`config.mk`:
```
export PLATFORM = sky130hd
export DESIGN_NAME = wb_stage
export DESIGN_NICKNAME = d
export VERILOG_FILES = /design/src/rtl/wb_stage.sv
export SDC_FILE = /design/constraint.sdc
export NUM_CORES = 1
export LEC_CHECK = 0
export CORE_ASPECT_RATIO = 0.9
export CORE_MARGIN = 2
export CORE_UTILIZATION = 50
export CTS_CLUSTER_SIZE = 8
export DETAILED_ROUTE_END_ITERATION = 8
export PLACE_DENSITY = 0.85
export SLEW_MARGIN = 10
export SYNTH_ARGS = -nofsm -noshare
export SYNTH_HDL_FRONTEND = slang
export SYNTH_SLANG_ARGS = --single-unit
```
`constraint.sdc`:
```
create_clock -name clk -period 2.44 [get_ports clk]
set_input_delay 0.366 -clock clk [delete_from_list [all_inputs] [get_ports clk]]
set_output_delay 0.366 -clock clk [all_outputs]
set_load 0.1 [all_outputs]
```
`src/rtl/wb_stage.sv`:
```
// Writeback stage: one-entry register feeding the 32x32 register file write port.
// Optional same-cycle read forwarding is enabled with `define WB_BYPASS_EN.
module wb_stage #(
   parameter int          CNT_W       = 32,
   parameter logic [31:0] LINK_OFFSET = 32'd4
) (
   input  logic             clk,
   input  logic             rst_n,
   input  logic             in_valid,
   output logic             in_ready,
   input  logic             in_regwrite,
   input  logic [4:0]       in_writereg,
   input  logic             in_memtoreg,
   input  logic             in_link,
   input  logic [1:0]       in_load_size,
   input  logic             in_load_unsigned,
   input  logic [31:0]      in_alu_result,
   input  logic [31:0]      in_mem_rdata,
   input  logic [31:0]      in_pc,
   input  logic             stall,
   input  logic             flush,
   output logic             RegWrite,
   output logic [4:0]       writereg,
   output logic [31:0]      writedata,
   output logic             wb_valid,
   output logic             misalign,
   output logic [CNT_W-1:0] retire_count
`ifdef WB_BYPASS_EN
   ,
   input  logic [4:0]       rf_readreg1,
   input  logic [4:0]       rf_readreg2,
   input  logic [31:0]      rf_readdata1,
   input  logic [31:0]      rf_readdata2,
   output logic [31:0]      fwd_readdata1,
   output logic [31:0]      fwd_readdata2
`endif
);

   logic        valid_q;
   logic        regwrite_q;
   logic [4:0]  writereg_q;
   logic        memtoreg_q;
   logic        link_q;
   logic [1:0]  size_q;
   logic        unsigned_q;
   logic [31:0] alu_q;
   logic [31:0] rdata_q;
   logic [31:0] pc_q;

   logic [1:0]  off;
   logic [7:0]  byte_v;
   logic [15:0] half_v;
   logic [31:0] load_v;
   logic [31:0] sel_data;
   logic        is_half;
   logic        is_word;
   logic        retire;

   // Handshake: in_ready = !stall, independent of in_valid. An instruction
   // transfers on a rising edge where in_valid & in_ready & !flush.
   assign in_ready = !stall;

   always_ff @(posedge clk or negedge rst_n) begin
      if (!rst_n) begin
         valid_q    <= 1'b0;
         regwrite_q <= 1'b0;
         writereg_q <= 5'd0;
         memtoreg_q <= 1'b0;
         link_q     <= 1'b0;
         size_q     <= 2'b00;
         unsigned_q <= 1'b0;
         alu_q      <= 32'd0;
         rdata_q    <= 32'd0;
         pc_q       <= 32'd0;
      end else if (flush) begin
         valid_q <= 1'b0;
      end else if (in_valid && !stall) begin
         valid_q    <= 1'b1;
         regwrite_q <= in_regwrite;
         writereg_q <= in_writereg;
         memtoreg_q <= in_memtoreg;
         link_q     <= in_link;
         size_q     <= in_load_size;
         unsigned_q <= in_load_unsigned;
         alu_q      <= in_alu_result;
         rdata_q    <= in_mem_rdata;
         pc_q       <= in_pc;
      end else begin
         valid_q <= 1'b0;
      end
   end

   // Little-endian lane extraction; reserved size 2'b11 behaves as a word.
   always_comb begin
      off    = alu_q[1:0];
      byte_v = rdata_q[{off, 3'b000} +: 8];
      half_v = off[1] ? rdata_q[31:16] : rdata_q[15:0];
      case (size_q)
         2'b00:   load_v = unsigned_q ? {24'd0, byte_v} : {{24{byte_v[7]}}, byte_v};
         2'b01:   load_v = unsigned_q ? {16'd0, half_v} : {{16{half_v[15]}}, half_v};
         default: load_v = rdata_q;
      endcase
      if (link_q)          sel_data = pc_q + LINK_OFFSET;
      else if (memtoreg_q) sel_data = load_v;
      else                 sel_data = alu_q;
   end

   assign is_half  = (size_q == 2'b01);
   assign is_word  = size_q[1];
   assign misalign = valid_q & memtoreg_q & ((is_half & off[0]) | (is_word & (off != 2'b00)));
   assign RegWrite = valid_q & regwrite_q & (writereg_q != 5'd0) & !misalign;
   assign writereg  = valid_q ? writereg_q : 5'd0;
   assign writedata = valid_q ? sel_data : 32'd0;
   assign wb_valid  = valid_q;
   assign retire    = valid_q & !misalign;

   always_ff @(posedge clk or negedge rst_n) begin
      if (!rst_n)
         retire_count <= '0;
      else if (retire)
         retire_count <= retire_count + {{(CNT_W-1){1'b0}}, 1'b1};
   end

`ifdef WB_BYPASS_EN
   // Decode sees this cycle's write before the register file captures it.
   assign fwd_readdata1 = (RegWrite && (writereg_q == rf_readreg1)) ? writedata : rf_readdata1;
   assign fwd_readdata2 = (RegWrite && (writereg_q == rf_readreg2)) ? writedata : rf_readdata2;
`endif

endmodule

```
==> results of run 1 <==
## cells by family (layout without fill, tap and decap cells)
logic type                 Yosys count  in the layout  synth area share (%)
and+or+nand+nor                    190            190                  13.7
DFF                                140            140                  47.0
AOI/OAI and AO/OA                  138            138                  11.8
muxes                              112            112                  17.5
xor gates and xnor gates            57             57                  6.69
buffers and inverters               55            317                  2.94
adders and majority gates            2              2                 0.336
other                                0              1                     0
## power groups by stage
stage	clock network, uW	logic, uW	registers [uW]
floorplan	0	1610	3260
global placement	0	2700	3120
detailed placement	0	2740	3140
CTS	2600	3030	3120
global route	2730	3570	3230
finish	2620	3450	3200
## state kept, by name, summed over array words and instances, names as in the netlist
register,flops
pc_q,32
link_q,1
rdata_q,32
writereg_q,5
alu_q,32
regwrite_q,1
size_q,2
retire_count,32
wb_valid,1
unsigned_q,1
memtoreg_q,1
## worst paths after layout
path	depth (start not counted)	slack, ns	endpoint	start
hold / removal	2	0.46	alu_q[26]	rst_n
hold reg to reg	1	0.48	retire_count[31]	retire_count[31]
setup reg to reg	8	0.26	retire_count[25]	alu_q[1]
setup / recovery	7	-0.40	writedata[23]	pc_q[14]
max in group asynchronous	3	1.21	pc_q[17]	rst_n
min in group clk	1	0.48	retire_count[31]	retire_count[31]
## what timing repair did
| item | in CTS | in global routing |
|---|---|---|
| buffers inserted | 20 | 21 |
| gates resized for setup | 71 | 61 |
| cloned | 1 | 1 |
| pin swaps | 36 | 29 |
| hold endpoints to repair | 52 | 0 |
| setup endpoints to repair | 32 | 33 |
| hold buffers | 1 | 0 |
## critical path, stage by stage, from the launching register on
cell and delay, ns:
dfrtp_1 0.44, nand2_2 0.16, nor4_4 0.35, buf_6 0.19
nand2_1 0.08, xor2_1 0.19, a221oi_4 0.40, buf_12 0.22
## cell type report
cell class	count	area [um^2]	area share [%]
Clock inverter	13	143	1.20
Inverter	13	52.6	0.442
Sequential cell	140	3520	29.6
Timing Repair Buffer	272	2880	24.2
Multi-Input combinational cell	499	4600	38.7
Tap cell	198	248	2.08
Clock buffer	19	443	3.73
Antenna cell	1	2.50	0.0211
## through the flow
stage | setup TNS (ns) | power [uW] | worst slack, ns | util, % | cell area (um^2)
finish | -7.93 | 9280 | -0.396 | 81.1 | 11900
global route | -9.39 | 9530 | -0.449 | 81.1 | 11900
CTS | -4.25 | 8750 | -0.200 | 78.3 | 11500
detailed placement | 0 | 5880 | 0.0440 | 71.2 | 10400
global placement | 0 | 5810 | 0.0865 | 71.2 | 10400
floorplan | -1.05 | 4870 | -0.189 | - | 7860
## routing by layer
metal | wire length (um) | GRT usage [%]
met5 | 0 | 0
met2 | 13500 | 50.4
met1 | 11200 | 43.3
met4 | 1810 | 13.8
met3 | 2940 | 6.84
## cell usage in the layout (no fill, tap or decap), drive strengths merged, types with 19 or more instances in the layout
cell | netlist | routed
clkdlybuf4s50 | 0 | 110
nand3 | 32 | 32
xnor2 | 32 | 32
mux2 | 106 | 106
xor2 | 25 | 25
clkbuf | 29 | 19
o21ai | 30 | 30
nor2 | 32 | 32
a21oi | 55 | 55
nand4 | 20 | 20
dfrtp | 140 | 140
buf | 13 | 161
nand2 | 58 | 58
==> flow_metrics.py, run 1 <==
metrics = {
    "sta": {
        "slew_headroom_pct": 64.6,
        "setup_slack_ns": -0.396,
        "period_share_pct": 116,
        "maxSlewViolCount": 0,
        "worst_slew_pin_slew_ns": 0.531,
        "setup_violations": 30,
        "hold_viol_final": 0,
        "finalCriticalPeriod_ns": 2.84,
        "fmax_mhz": 353,
        "fin_hold_ws_ns": 0.457,
        "skew_ns": 0.0122,
        "rsz0062_at_grt": "true",
    },
    "floorplan": {
        "die_y_um": 120,
        "die-area_um2": 15900,
        "core_um2": 14700,
        "num_io_pins": 185,
        "initial_core_util_pct": 50.9,
        "rows": 42,
        "die_width_um": 133,
    },
    "global_route": {
        "grt_pass1_wl_um": 39100,
        "grt_start_max_net_pins": 56,
        "grt_overflow_total": 0,
        "antenna_found_initial": 1,
        "grt_pass1_vias": 6928,
        "grt.total_usage_pct": 32.1,
    },
    "cts": {
        "htreeDepth": 4,
        "clk_pin_slew_ns": 0.06,
        "cts_tree": "done",
        "numCtsBuffers": 17,
        "ctsRootBufferMaster": "clkbuf_16",
        "clk_latency_ns": 0.43,
        "clock_sinks": 140,
        "cts_buffer_depth": 2,
    },
    "synth": {
        "syn_inst": 694,
        "synth_ff_type": "dfrtp_1",
        "synth_commonest_cells": "dfrtp_1, mux2_2, nand2_1",
        "ys_seq_elements": 140,
        "yosysUniqueCellTypes": 59,
        "ys_seq_area_share_pct": 47.0,
        "async_reset_ff_share_pct": 100,
        "yosysWarnings": 0,
        "synth.top_cell.area_share_pct": 47.0,
        "synth_edf_count": 0,
        "syn-cell-area_um2": 7460,
        "post-synth-top-count-cell": "dfrtp_1",
        "syn_area_per_cell_um2": 10.7,
        "synth_area_leaders": "dfrtp_1, mux2_2, xnor2_1",
        "synth_nets": 808,
        "synth_top_cell_by_area": "dfrtp_1",
    },
    "setup_path": {
        "crit_type": "register to primary output",
        "worstPathRequired_ns": 2.07,
        "end_kind": "primary output",
        "crit_arrival_ns": 2.47,
        "start_kind": "register",
        "crit_fanout": 6,
    },
    "power_and_ir_drop": {
        "pwr-share-clk_pct": 28.3,
        "vdd_drop_max_v": 0.000579,
        "swShare_pct": 38.9,
        "sequentialPowerShare_pct": 34.5,
        "power.leakage_uw": 0.00481,
        "power_frac_comb_pct": 37.2,
        "p_per_area_nw_per_um2": 781,
        "p_int_uw": 5670,
        "p_sw_uw": 3610,
    },
    "run": {
        "maxCapViolations": 0,
    },
    "outcome": {
        "violations": "setup timing",
        "status": "finished with violations",
    },
    "drt": {
        "drtIter0Drc": 994,
        "ant_nets": 0,
        "dr.pass1.iters": 5,
        "routed_wl_um": 29400,
        "drc": 0,
        "vias": 7417,
        "post_drt_wl_per_cell_um": 25.5,
        "via_per_inst": 6.42,
    },
    "layout": {
        "drive_above_1_share_pct": 45.5,
        "fillers": 719,
        "area_growth_syn_to_layout_pct": 59.4,
        "nNetsFinal": 1057,
        "fin_cells": 1155,
    },
    "worst_hold_path": {
        "hp-class": "primary input to async pin",
    },
    "place": {
        "dp_hpwl_um": 16800,
        "gp_congestion": 0.966,
        "port-buffer-count": 184,
        "place_inst": 1083,
    },
}
No activity file was read; power rests on OpenSTA's default activity.
==> inputs of run 2 (changes only) <==
MAX_ROUTING_LAYER = met4   (was default)
PLACE_DENSITY = 0.8   (was 0.85)
==> flow_metrics.py, run 2 (synthesis gave the netlist of run 1 again) <==
metrics = {
    "outcome": {
        "violations": "setup timing",
        "status": "finished with violations",
    },
    "setup_path": {
        "crit_fanout": 5,
        "end_kind": "primary output",
        "r2r-start": "alu_q[1]",
        "path_delay_family": "simple AND/OR/NAND/NOR gates",
        "worst_r2r_path_depth": 10,
        "reg2reg_slack_ns": 0.11,
        "path_buf_inv": 2,
        "crit_chain": "nand2_2 -> nor4_4 -> buf_6 -> nand3_4 -> xor2_2 -> a221oi_4 -> buf_12",
        "cpPeakStageDelay_ns": 0.47,
        "crit_arrival_ns": 2.39,
        "crit_type": "register to primary output",
        "r2r-end": "retire_count[19]",
        "slowest_stage": "dfrtp_1",
        "start_kind": "register",
        "worstPathRequired_ns": 2.07,
    },
    "cts": {
        "clk_pin_slew_ns": 0.06,
        "numCtsBuffers": 17,
        "clk_latency_ns": 0.43,
        "cts_tree": "done",
        "ctsRootBufferMaster": "clkbuf_16",
        "clock_sinks": 140,
        "htreeDepth": 4,
        "cts_buffer_depth": 2,
    },
    "sta": {
        "worst_slew_pin_slew_ns": 0.618,
        "fin_hold_ws_ns": 0.489,
        "slew_headroom_pct": 58.8,
        "final.setup.tns_ns": -6.33,
        "fmax_mhz": 362,
        "finalCriticalPeriod_ns": 2.76,
        "setup_slack_ns": -0.320,
        "skew_ns": 0.00844,
        "rsz0062_at_grt": "true",
        "setup_violations": 31,
        "hold_viol_final": 0,
        "period_share_pct": 113,
        "maxSlewViolCount": 0,
    },
    "worst_hold_path": {
        "holdCritStartpoint": "retire_count[31]",
        "min_to": "retire_count[31]",
        "hp-class": "register to register",
        "hold_depth": 1,
    },
    "global_route": {
        "grt_start_max_net_pins": 66,
        "grt_overflow_total": 0,
        "antenna_found_initial": 0,
        "grt_pass1_wl_um": 41000,
        "grt.total_usage_pct": 34.7,
        "grt_pass1_vias": 7004,
    },
    "drt": {
        "via_per_inst": 5.99,
        "routed_wl_um": 27200,
        "dr.pass1.iters": 5,
        "drtIter0Drc": 838,
        "ant_nets": 0,
        "vias": 6956,
        "drc": 0,
        "post_drt_wl_per_cell_um": 23.4,
    },
    "floorplan": {
        "num_io_pins": 185,
        "initial_core_util_pct": 50.9,
        "die_y_um": 120,
        "core_um2": 14700,
        "rows": 42,
        "die-area_um2": 15900,
        "die_width_um": 133,
    },
    "layout": {
        "post-route-util_pct": 82.1,
        "area_growth_syn_to_layout_pct": 61.5,
        "drive_above_1_share_pct": 46.0,
        "nNetsFinal": 1065,
        "final_cell_mix": "dfrtp_1, clkdlybuf4s50_1, buf_4, mux2_2, nand2_1",
        "n_antenna_cell": 0,
        "final_common_cell": "dfrtp_1",
    },
    "power_and_ir_drop": {
        "power.leakage_uw": 0.00487,
        "p_per_area_nw_per_um2": 768,
        "vdd_drop_max_v": 0.000579,
        "design_power_total_uw": 9250,
    },
    "run": {
        "maxCapViolations": 0,
    },
    "place": {
        "gp_congestion": 1.06,
        "dp_hpwl_um": 17800,
        "port-buffer-count": 184,
    },
}
-- run 2: cell types whose count changed in the layout (fill, tap and decap cells not counted), moves of 3 or more --
cell / delta
nand3_4: +4
o21ai_1: -3
buf_6: +7
dfrtp_2: +4
clkinvlp_4: -4
a221oi_1: +3
o21ai_0: +3
dfrtp_1: -4
-- run 2: routing by layer --
metal	GRT usage [%]	up-vias	wire, um
met2	53.6	357	13100
met4	7.53	0	427
met5	-	-	0
li1	-	3021	-
met1	47.8	3534	11700
met3	7.31	44	1940
-- run 2: metrics by stage --
| step | std cells | setup WS [ns] | instance area [um^2] |
|---|---|---|---|
| after global placement | 1087 | 0.110 | 10500 |
| after CTS | 1148 | -0.248 | 11800 |
| after detailed placement | 1087 | 0.0418 | 10500 |
| after floorplan | 694 | -0.189 | 7860 |
| after global routing | 1161 | -0.389 | 12000 |
| final | 1161 | -0.320 | 12000 |
-- run 2: how the worst max path moves through the flow --
stage	start	to	cells after the start
5_1_grt	pc_q[14]	writedata[19]	7
4_1_cts	pc_q[5]	writedata[19]	7
3_5_place_dp	pc_q[10]	writedata[17]	6
6_report	pc_q[14]	writedata[19]	7
2_1_floorplan	pc_q[10]	writedata[23]	5
3_3_place_gp	pc_q[10]	writedata[17]	6
-- run 2: report_power, final --
part	switching, uW	leakage (uW)	internal [uW]	total (uW)
clock	1020	0.000299	1680	2710
sequential	524	0.00170	2700	3230
combinational	1890	0.00287	1430	3310
-- run 2: what timing repair did --
| item | CTS | global route |
|---|---|---|
| setup buffers | 29 | 16 |
| pin swaps | 42 | 28 |
| resized for setup | 108 | 33 |
| hold endpoints to repair | 60 | 0 |
| gates cloned | 2 | 0 |
| hold buffers | 1 | 0 |
| setup endpoints to repair | 32 | 33 |
-- run 2: cell type report --
class	instances	area [um^2]
timing repair buffer	280	2950
inverter	13	52.6
tap	198	248
clock buffer	21	470
multi-input combinational	499	4660
sequential	140	3530
clock inverter	10	139
fill	779	2620
